## src/rtl/alu_regfile_pipe_if.sv

```systemverilog
// Purpose : issue/result handshake bundle for alu_regfile_pipe.
// Latency : n/a (wires only).
// Backpr. : master drives in_valid/out_ready; slave drives in_ready/out_valid.
// Ports   : in_valid/in_ready, r1/r2/r3, aluctrl, immop, alusrc, regwrite (issue side);
//           out_valid/out_ready, aluout, zero (result side); a0 (reg[A0_INDEX] mirror).
interface alu_regfile_pipe_if #(
    parameter int DATA_WIDTH = 32,
    parameter int ADR_WIDTH  = 5,
    parameter int ALU_CTRL   = 3
);
    logic                  in_valid;
    logic                  in_ready;
    logic [ADR_WIDTH-1:0]  r1;
    logic [ADR_WIDTH-1:0]  r2;
    logic [ADR_WIDTH-1:0]  r3;
    logic [ALU_CTRL-1:0]   aluctrl;
    logic [DATA_WIDTH-1:0] immop;
    logic                  alusrc;
    logic                  regwrite;
    logic                  out_valid;
    logic                  out_ready;
    logic [DATA_WIDTH-1:0] aluout;
    logic                  zero;
    logic [DATA_WIDTH-1:0] a0;

    modport master (
        output in_valid, r1, r2, r3, aluctrl, immop, alusrc, regwrite, out_ready,
        input  in_ready, out_valid, aluout, zero, a0
    );

    modport slave (
        input  in_valid, r1, r2, r3, aluctrl, immop, alusrc, regwrite, out_ready,
        output in_ready, out_valid, aluout, zero, a0
    );
endinterface

```

## src/rtl/alu_regfile_pipe.sv

```systemverilog
// Purpose : two-stage ALU + register file (issue/execute -> writeback) with EX forwarding.
// Latency : issue in cycle N gives out_valid/aluout in N+1; regfile written at commit edge.
// Backpr. : in_ready = !out_valid || out_ready; EX entry holds stable while stalled.
// Ports   : clk, rst (async, active high); bus (slave modport of alu_regfile_pipe_if).
module alu_regfile_pipe #(
    parameter int DATA_WIDTH = 32,
    parameter int ADR_WIDTH  = 5,
    parameter int ALU_CTRL   = 3,
    parameter int A0_INDEX   = 10
) (
    input  logic              clk,
    input  logic              rst,
    alu_regfile_pipe_if.slave bus
);
    localparam int NUM_REGS = 2 ** ADR_WIDTH;
    localparam int SH_W     = $clog2(DATA_WIDTH);

    logic [DATA_WIDTH-1:0] r_regs [NUM_REGS];

    // EX register
    logic                  r_ex_vld;
    logic [DATA_WIDTH-1:0] r_ex_dat;
    logic                  r_ex_zero;
    logic [ADR_WIDTH-1:0]  r_ex_rd;
    logic                  r_ex_we;

    logic                  w_issue;
    logic                  w_commit;
    logic                  w_fwd_ok;
    logic [DATA_WIDTH-1:0] w_op1;
    logic [DATA_WIDTH-1:0] w_rs2;
    logic [DATA_WIDTH-1:0] w_op2;
    logic [SH_W-1:0]       w_shamt;
    logic [DATA_WIDTH-1:0] w_alu;

    assign bus.in_ready  = !r_ex_vld || bus.out_ready;
    assign w_issue       = bus.in_valid && bus.in_ready;
    assign w_commit      = r_ex_vld && bus.out_ready;

    // The EX entry is the youngest producer, so it overrides the regfile even when
    // it is committing on this same edge (the regfile copy is not yet updated).
    assign w_fwd_ok = r_ex_vld && r_ex_we && (r_ex_rd != '0);

    always_comb begin
        w_op1 = '0;
        w_rs2 = '0;
        if (bus.r1 != '0)
            w_op1 = (w_fwd_ok && bus.r1 == r_ex_rd) ? r_ex_dat : r_regs[bus.r1];
        if (bus.r2 != '0)
            w_rs2 = (w_fwd_ok && bus.r2 == r_ex_rd) ? r_ex_dat : r_regs[bus.r2];
    end

    assign w_op2   = bus.alusrc ? bus.immop : w_rs2;
    // Only the low log2(width) bits form the shift amount.
    assign w_shamt = w_op2[SH_W-1:0];

    always_comb begin
        w_alu = '0;
        case (bus.aluctrl)
            3'd0: w_alu = w_op1 + w_op2;
            3'd1: w_alu = w_op1 - w_op2;
            3'd2: w_alu = w_op1 & w_op2;
            3'd3: w_alu = w_op1 | w_op2;
            3'd4: w_alu = w_op1 ^ w_op2;
            3'd5: w_alu = {{(DATA_WIDTH-1){1'b0}}, ($signed(w_op1) < $signed(w_op2))};
            3'd6: w_alu = w_op1 << w_shamt;
            3'd7: w_alu = w_op1 >> w_shamt;
            default: w_alu = '0;
        endcase
    end

    always_ff @(posedge clk or posedge rst) begin
        if (rst) begin
            r_ex_vld  <= 1'b0;
            r_ex_dat  <= '0;
            r_ex_zero <= 1'b0;
            r_ex_rd   <= '0;
            r_ex_we   <= 1'b0;
        end else if (w_issue) begin
            r_ex_vld  <= 1'b1;
            r_ex_dat  <= w_alu;
            r_ex_zero <= (w_alu == '0);
            r_ex_rd   <= bus.r3;
            r_ex_we   <= bus.regwrite;
        end else if (w_commit) begin
            r_ex_vld  <= 1'b0;
        end
    end

    // x0 is never written, so it stays at its reset value of zero.
    always_ff @(posedge clk or posedge rst) begin
        if (rst) begin
            for (int i = 0; i < NUM_REGS; i++)
                r_regs[i] <= '0;
        end else if (w_commit && r_ex_we && (r_ex_rd != '0)) begin
            r_regs[r_ex_rd] <= r_ex_dat;
        end
    end

    assign bus.out_valid = r_ex_vld;
    assign bus.aluout    = r_ex_dat;
    assign bus.zero      = r_ex_zero;
    assign bus.a0        = r_regs[A0_INDEX];
endmodule

```

## src/flat_wrapper.sv

```systemverilog
// flat-port wrapper written by rule: the top's interface ports become plain ports
module alu_regfile_pipe_flat 
#(
    parameter int DATA_WIDTH = 32,
    parameter int ADR_WIDTH  = 5,
    parameter int ALU_CTRL   = 3,
    parameter int A0_INDEX   = 10
)
  (clk, rst, bus_in_valid, bus_r1, bus_r2, bus_r3, bus_aluctrl, bus_immop, bus_alusrc, bus_regwrite, bus_out_ready, bus_in_ready, bus_out_valid, bus_aluout, bus_zero, bus_a0);
  alu_regfile_pipe_if #(.DATA_WIDTH(DATA_WIDTH), .ADR_WIDTH(ADR_WIDTH), .ALU_CTRL(ALU_CTRL)) bus_i ();
  input  logic clk;
  input  logic rst;
  input wire logic [$bits(bus_i.in_valid)-1:0] bus_in_valid;
  input wire logic [$bits(bus_i.r1)-1:0] bus_r1;
  input wire logic [$bits(bus_i.r2)-1:0] bus_r2;
  input wire logic [$bits(bus_i.r3)-1:0] bus_r3;
  input wire logic [$bits(bus_i.aluctrl)-1:0] bus_aluctrl;
  input wire logic [$bits(bus_i.immop)-1:0] bus_immop;
  input wire logic [$bits(bus_i.alusrc)-1:0] bus_alusrc;
  input wire logic [$bits(bus_i.regwrite)-1:0] bus_regwrite;
  input wire logic [$bits(bus_i.out_ready)-1:0] bus_out_ready;
  output wire logic [$bits(bus_i.in_ready)-1:0] bus_in_ready;
  output wire logic [$bits(bus_i.out_valid)-1:0] bus_out_valid;
  output wire logic [$bits(bus_i.aluout)-1:0] bus_aluout;
  output wire logic [$bits(bus_i.zero)-1:0] bus_zero;
  output wire logic [$bits(bus_i.a0)-1:0] bus_a0;
  assign bus_i.in_valid = bus_in_valid;
  assign bus_i.r1 = bus_r1;
  assign bus_i.r2 = bus_r2;
  assign bus_i.r3 = bus_r3;
  assign bus_i.aluctrl = bus_aluctrl;
  assign bus_i.immop = bus_immop;
  assign bus_i.alusrc = bus_alusrc;
  assign bus_i.regwrite = bus_regwrite;
  assign bus_i.out_ready = bus_out_ready;
  assign bus_in_ready = bus_i.in_ready;
  assign bus_out_valid = bus_i.out_valid;
  assign bus_aluout = bus_i.aluout;
  assign bus_zero = bus_i.zero;
  assign bus_a0 = bus_i.a0;
  alu_regfile_pipe #(.DATA_WIDTH(DATA_WIDTH), .ADR_WIDTH(ADR_WIDTH), .ALU_CTRL(ALU_CTRL), .A0_INDEX(A0_INDEX)) u_core (.clk(clk), .rst(rst), .bus(bus_i));
endmodule
```

## config.mk

```make
export PLATFORM = sky130hd
export DESIGN_NAME = alu_regfile_pipe_flat
export DESIGN_NICKNAME = d
export VERILOG_FILES = /design/src/rtl/alu_regfile_pipe_if.sv /design/src/rtl/alu_regfile_pipe.sv /design/src/flat_wrapper.sv
export SDC_FILE = /design/constraint.sdc
export NUM_CORES = 2
export LEC_CHECK = 0
export CAP_MARGIN = 40
export CORE_MARGIN = 2
export CORE_UTILIZATION = 58
export CTS_BUF_LIST = sky130_fd_sc_hd__clkbuf_4 sky130_fd_sc_hd__clkbuf_8
export DETAILED_ROUTE_END_ITERATION = 8
export GPL_TIMING_DRIVEN = 0
export PLACE_DENSITY_LB_ADDON = 0.25
export SLEW_MARGIN = 20
export SYNTH_ARGS = -nofsm -noshare
export SYNTH_HDL_FRONTEND = slang
export SYNTH_SLANG_ARGS = --single-unit
```

## constraint.sdc

```tcl
create_clock -name clk -period 46.9 [get_ports clk]
set_input_delay 7.035 -clock clk [delete_from_list [all_inputs] [get_ports clk]]
set_output_delay 7.035 -clock clk [all_outputs]
set_load 0.03 [all_outputs]
```

==> run metrics <==
run status finished, final reports clean; maximum root-to-sink buffer count 3; worst slack on hold paths approximately 480 ps; Arr. time, crit path about 18,000 ps; net count reported at finish between 5,000 and 6,000; most common cell after layout, fill and taps aside dfrtp_1; class of the tightest hold or removal check flip-flop to flip-flop; via density per instance around 7.8; number of slew-limit violations in the final report 0; number of placed instances with taps included roughly 7,000; TritonCTS clock tree done; die outline height ~340 microns; synthesized netlist cell count 5,393; Num CTS Buffers 168; Clk pin slew, worst setup/hold paths about 60 ps; clk sink count around 1,100; antenna violations before repair 27; most prevalent standard cell on the critical path buf_2; setup repair after global routing missed its margin no; layout filler cell count 8,438; utilization of the core after routing around 66%; share of synthesized flip-flops with an asynchronous set or reset between 90% and 100%; register area share after synthesis 40.8%; Setup Crit Path Kind primary input to flip-flop; total length of routed wires about 330,000 microns; commonest cells after routing, fill and taps aside dfrtp_1 (1,064), mux2_2 (909), mux4_2 (435); weighted congestion at the end of routability-driven global placement between 1 and 1.5; floorplan die width roughly 340 microns; placed inst area 70,200 sq um; Unique masters post-synth roughly 100; crit start category primary input; combinational family with the most area after synthesis multiplexers; Final period util about 36%; Starting Density 58.2%; final setup vio count 0; vias after detailed routing a little under 60,000; Post-Layout Inst Area approximately 74,000 sq um; maximum level of the CTS H-tree 4; final hold vios 0; Area Overhead vs Synth 13.9%; synthesized area roughly 65,000 sq um; combined buffer and inverter count along the critical path 10; XOR/XNOR share of the synthesized area less than 1%; Finished Layout Cells approximately 7,500; worst-case vdd ir drop 0.0397 mV; endpoint type of the worst setup path flip-flop; detailed-route DRC error count 0; area share of fa/ha/maj cells after synthesis 1.92%; ratio of cells with drive above 1 in the final layout a little over a third; max-slew headroom at the worst pin 20.6%; HPWL Detailed 241,000 microns; endpoint required time on the critical path ~48,000 ps; pin count of the biggest net entering global routing between 100 and 150; total grt overflow 0; clock latency on the worst-skew pair 910 ps; number of register bits inferred by synthesis roughly 1,100; share of the synthesized area in compound gates (AO/OA/AOI/OAI) between 10% and 20%; count of pins on the block boundary between 100 and 150; DIE AREA approximately 120,000 sq um; number of synthesis warnings 0; Clock Root Buffer clkbuf_8; first-pass GRT wire length approximately 450,000 microns; dominant register cell in the synthesized netlist dfrtp_1; clk_skew between 50 and 60 ps; hold buffer count at CTS 0; power per cell area between 40 and 50 nW/um^2; mean instance size in the synthesized netlist around 12 sq um; area of the placeable core around 110,000 sq um; share of cell area taken by muxes after synthesis 35.8%; kind of cell adding the most delay to the critical path buffers and inverters; Row Count between 100 and 150; Post-CTS Repair Setup Buffers 0; CTS-repair resized insts 0; via count of the first global-routing pass between 50,000 and 60,000; stage delay of the slowest cell on the critical path 670 ps; Slowest cell on crit path buf_2; basic-gate share of the synthesized area counting and, or, nand and nor cells 5.71%; leakage component of the power 33.8 nW; Peak Freq a little under 60 MHz; Wirelength per Cell around 44 microns; fin crit period ~17,000 ps; transition time at the pin with the least slew margin 1190 ps; count of maximum capacitance violations 0; Initial DRC Count 9,703; maximum net fanout on the critical path 10; Final ANT Viol Nets 0; Total Routing Usage GR roughly 57%; number of enable-type register cells in the synthesized netlist 0; Synth Net Count between 5,000 and 6,000; first-pass iteration count of the detailed router 7; count of input and output buffers about 120
[final cells by class]
cell class	count	area, sq um	share of cell area (%)
Multi-Input combinational cell	3649	35700	48.0
Sequential cell	1064	26600	35.8
Clock buffer	262	3340	4.49
Timing Repair Buffer	262	3180	4.27
Buffer	571	2770	3.72
Tap cell	1500	1880	2.52
Inverter	109	417	0.560
Clock inverter	31	387	0.520
Antenna cell	21	52.6	0.0707
[synth_stat cells (29+ instances only)]
master,n,area share [%]
a22oi_1,100,1.2
xnor2_1,29,0.39
o22ai_1,49,0.47
mux2i_1,323,5.0
o21ai_0,263,2.0
ha_1,97,1.9
inv_1,103,0.59
nand3_1,45,0.35
mux2_2,909,16
buf_1,60,0.35
nand2_1,374,2.2
buf_2,100,0.77
o211ai_1,50,0.58
nor3_1,66,0.51
a21oi_1,178,1.4
a221oi_1,65,0.87
nor2_1,205,1.2
clkbuf_1,340,2.0
buf_4,48,0.55
dfrtp_1,1064,41
mux4_2,435,15
[final timing paths]
path                       slack, ps                       startpoint                               to  cells past startpoint
min in group asynchronous       6600                              rst   u_core.r_regs[769]$_DFFE_PP0P_                      2
hold reg to reg                  480  u_core.r_regs[1016]$_DFFE_PP0P_  u_core.r_regs[1016]$_DFFE_PP0P_                      1
hold / removal                   480  u_core.r_regs[1016]$_DFFE_PP0P_  u_core.r_regs[1016]$_DFFE_PP0P_                      1
setup / recovery               30100                        bus_r2[0]      u_core.bus.zero$_DFFE_PP0P_                     32
setup reg to reg               37700    u_core.r_ex_rd[2]$_DFFE_PP0P_      u_core.bus.zero$_DFFE_PP0P_                     26
max in group asynchronous      38190                              rst   u_core.r_regs[333]$_DFFE_PP0P_                      6
[through the flow]
stage,TNS [ps],total power [W],setup WS (ps)
final,0,0.00299,30100
after global placement,-1839880,0.00199,-1930
after global routing,0,0.00303,30050
after detailed placement,0,0.00204,29550
after CTS,0,0.00290,30430
after floorplan,0,0.00167,9910
[worst reg2reg max path, cell delays in order, from the launching register on]
cell	delay, ps
dfrtp_1	510
or3_1	680
o311ai_1	420
or2_1	200
buf_6	190
clkbuf_1	260
buf_8	220
buf_1	770
o211ai_1	350
o21ai_0	380
o21ai_0	260
buf_2	230
ha_1	300
buf_2	190
a2111o_1	410
nor3_1	540
o31ai_1	150
a21o_1	220
a2111oi_0	420
a211oi_1	120
xnor2_1	540
o221ai_1	310
nor4_2	630
nand4_1	250
nor4_1	270
nand4_1	120
o21ai_1	160
[layer usage]
metal | track usage, % | share of wire (%)
met4 | 52.8 | 12
met5 | 3.19 | 0.16
met3 | 29.7 | 16
met1 | 64.0 | 31
met2 | 77.9 | 40
[cells by family (layout without fill, tap and decap cells)]
group | after synthesis | after routing
other cells | 0 | 21
fa+ha+maj | 99 | 99
buf+inv | 680 | 1235
mux | 1673 | 1673
flops | 1064 | 1064
xor+xnor | 42 | 42
simple gates | 833 | 833
compound gates | 1002 | 1002
[registers in the layout (all words and copies together) (netlist names)]
name,flops
u_core.bus.a0,32
u_core.r_ex_we,1
u_core.bus.aluout,32
u_core.bus.out_valid,1
u_core.r_regs,992
u_core.r_ex_rd,5
u_core.bus.zero,1
[power breakdown]
group | switching, W | internal, W | total [W]
clock | 0.000408 | 0.000482 | 0.000890
sequential | 0.000133 | 0.00105 | 0.00118
combinational | 0.000556 | 0.000358 | 0.000914
total | 0.00110 | 0.00189 | 0.00299
Note: power is estimated with default switching activity, not from simulation.
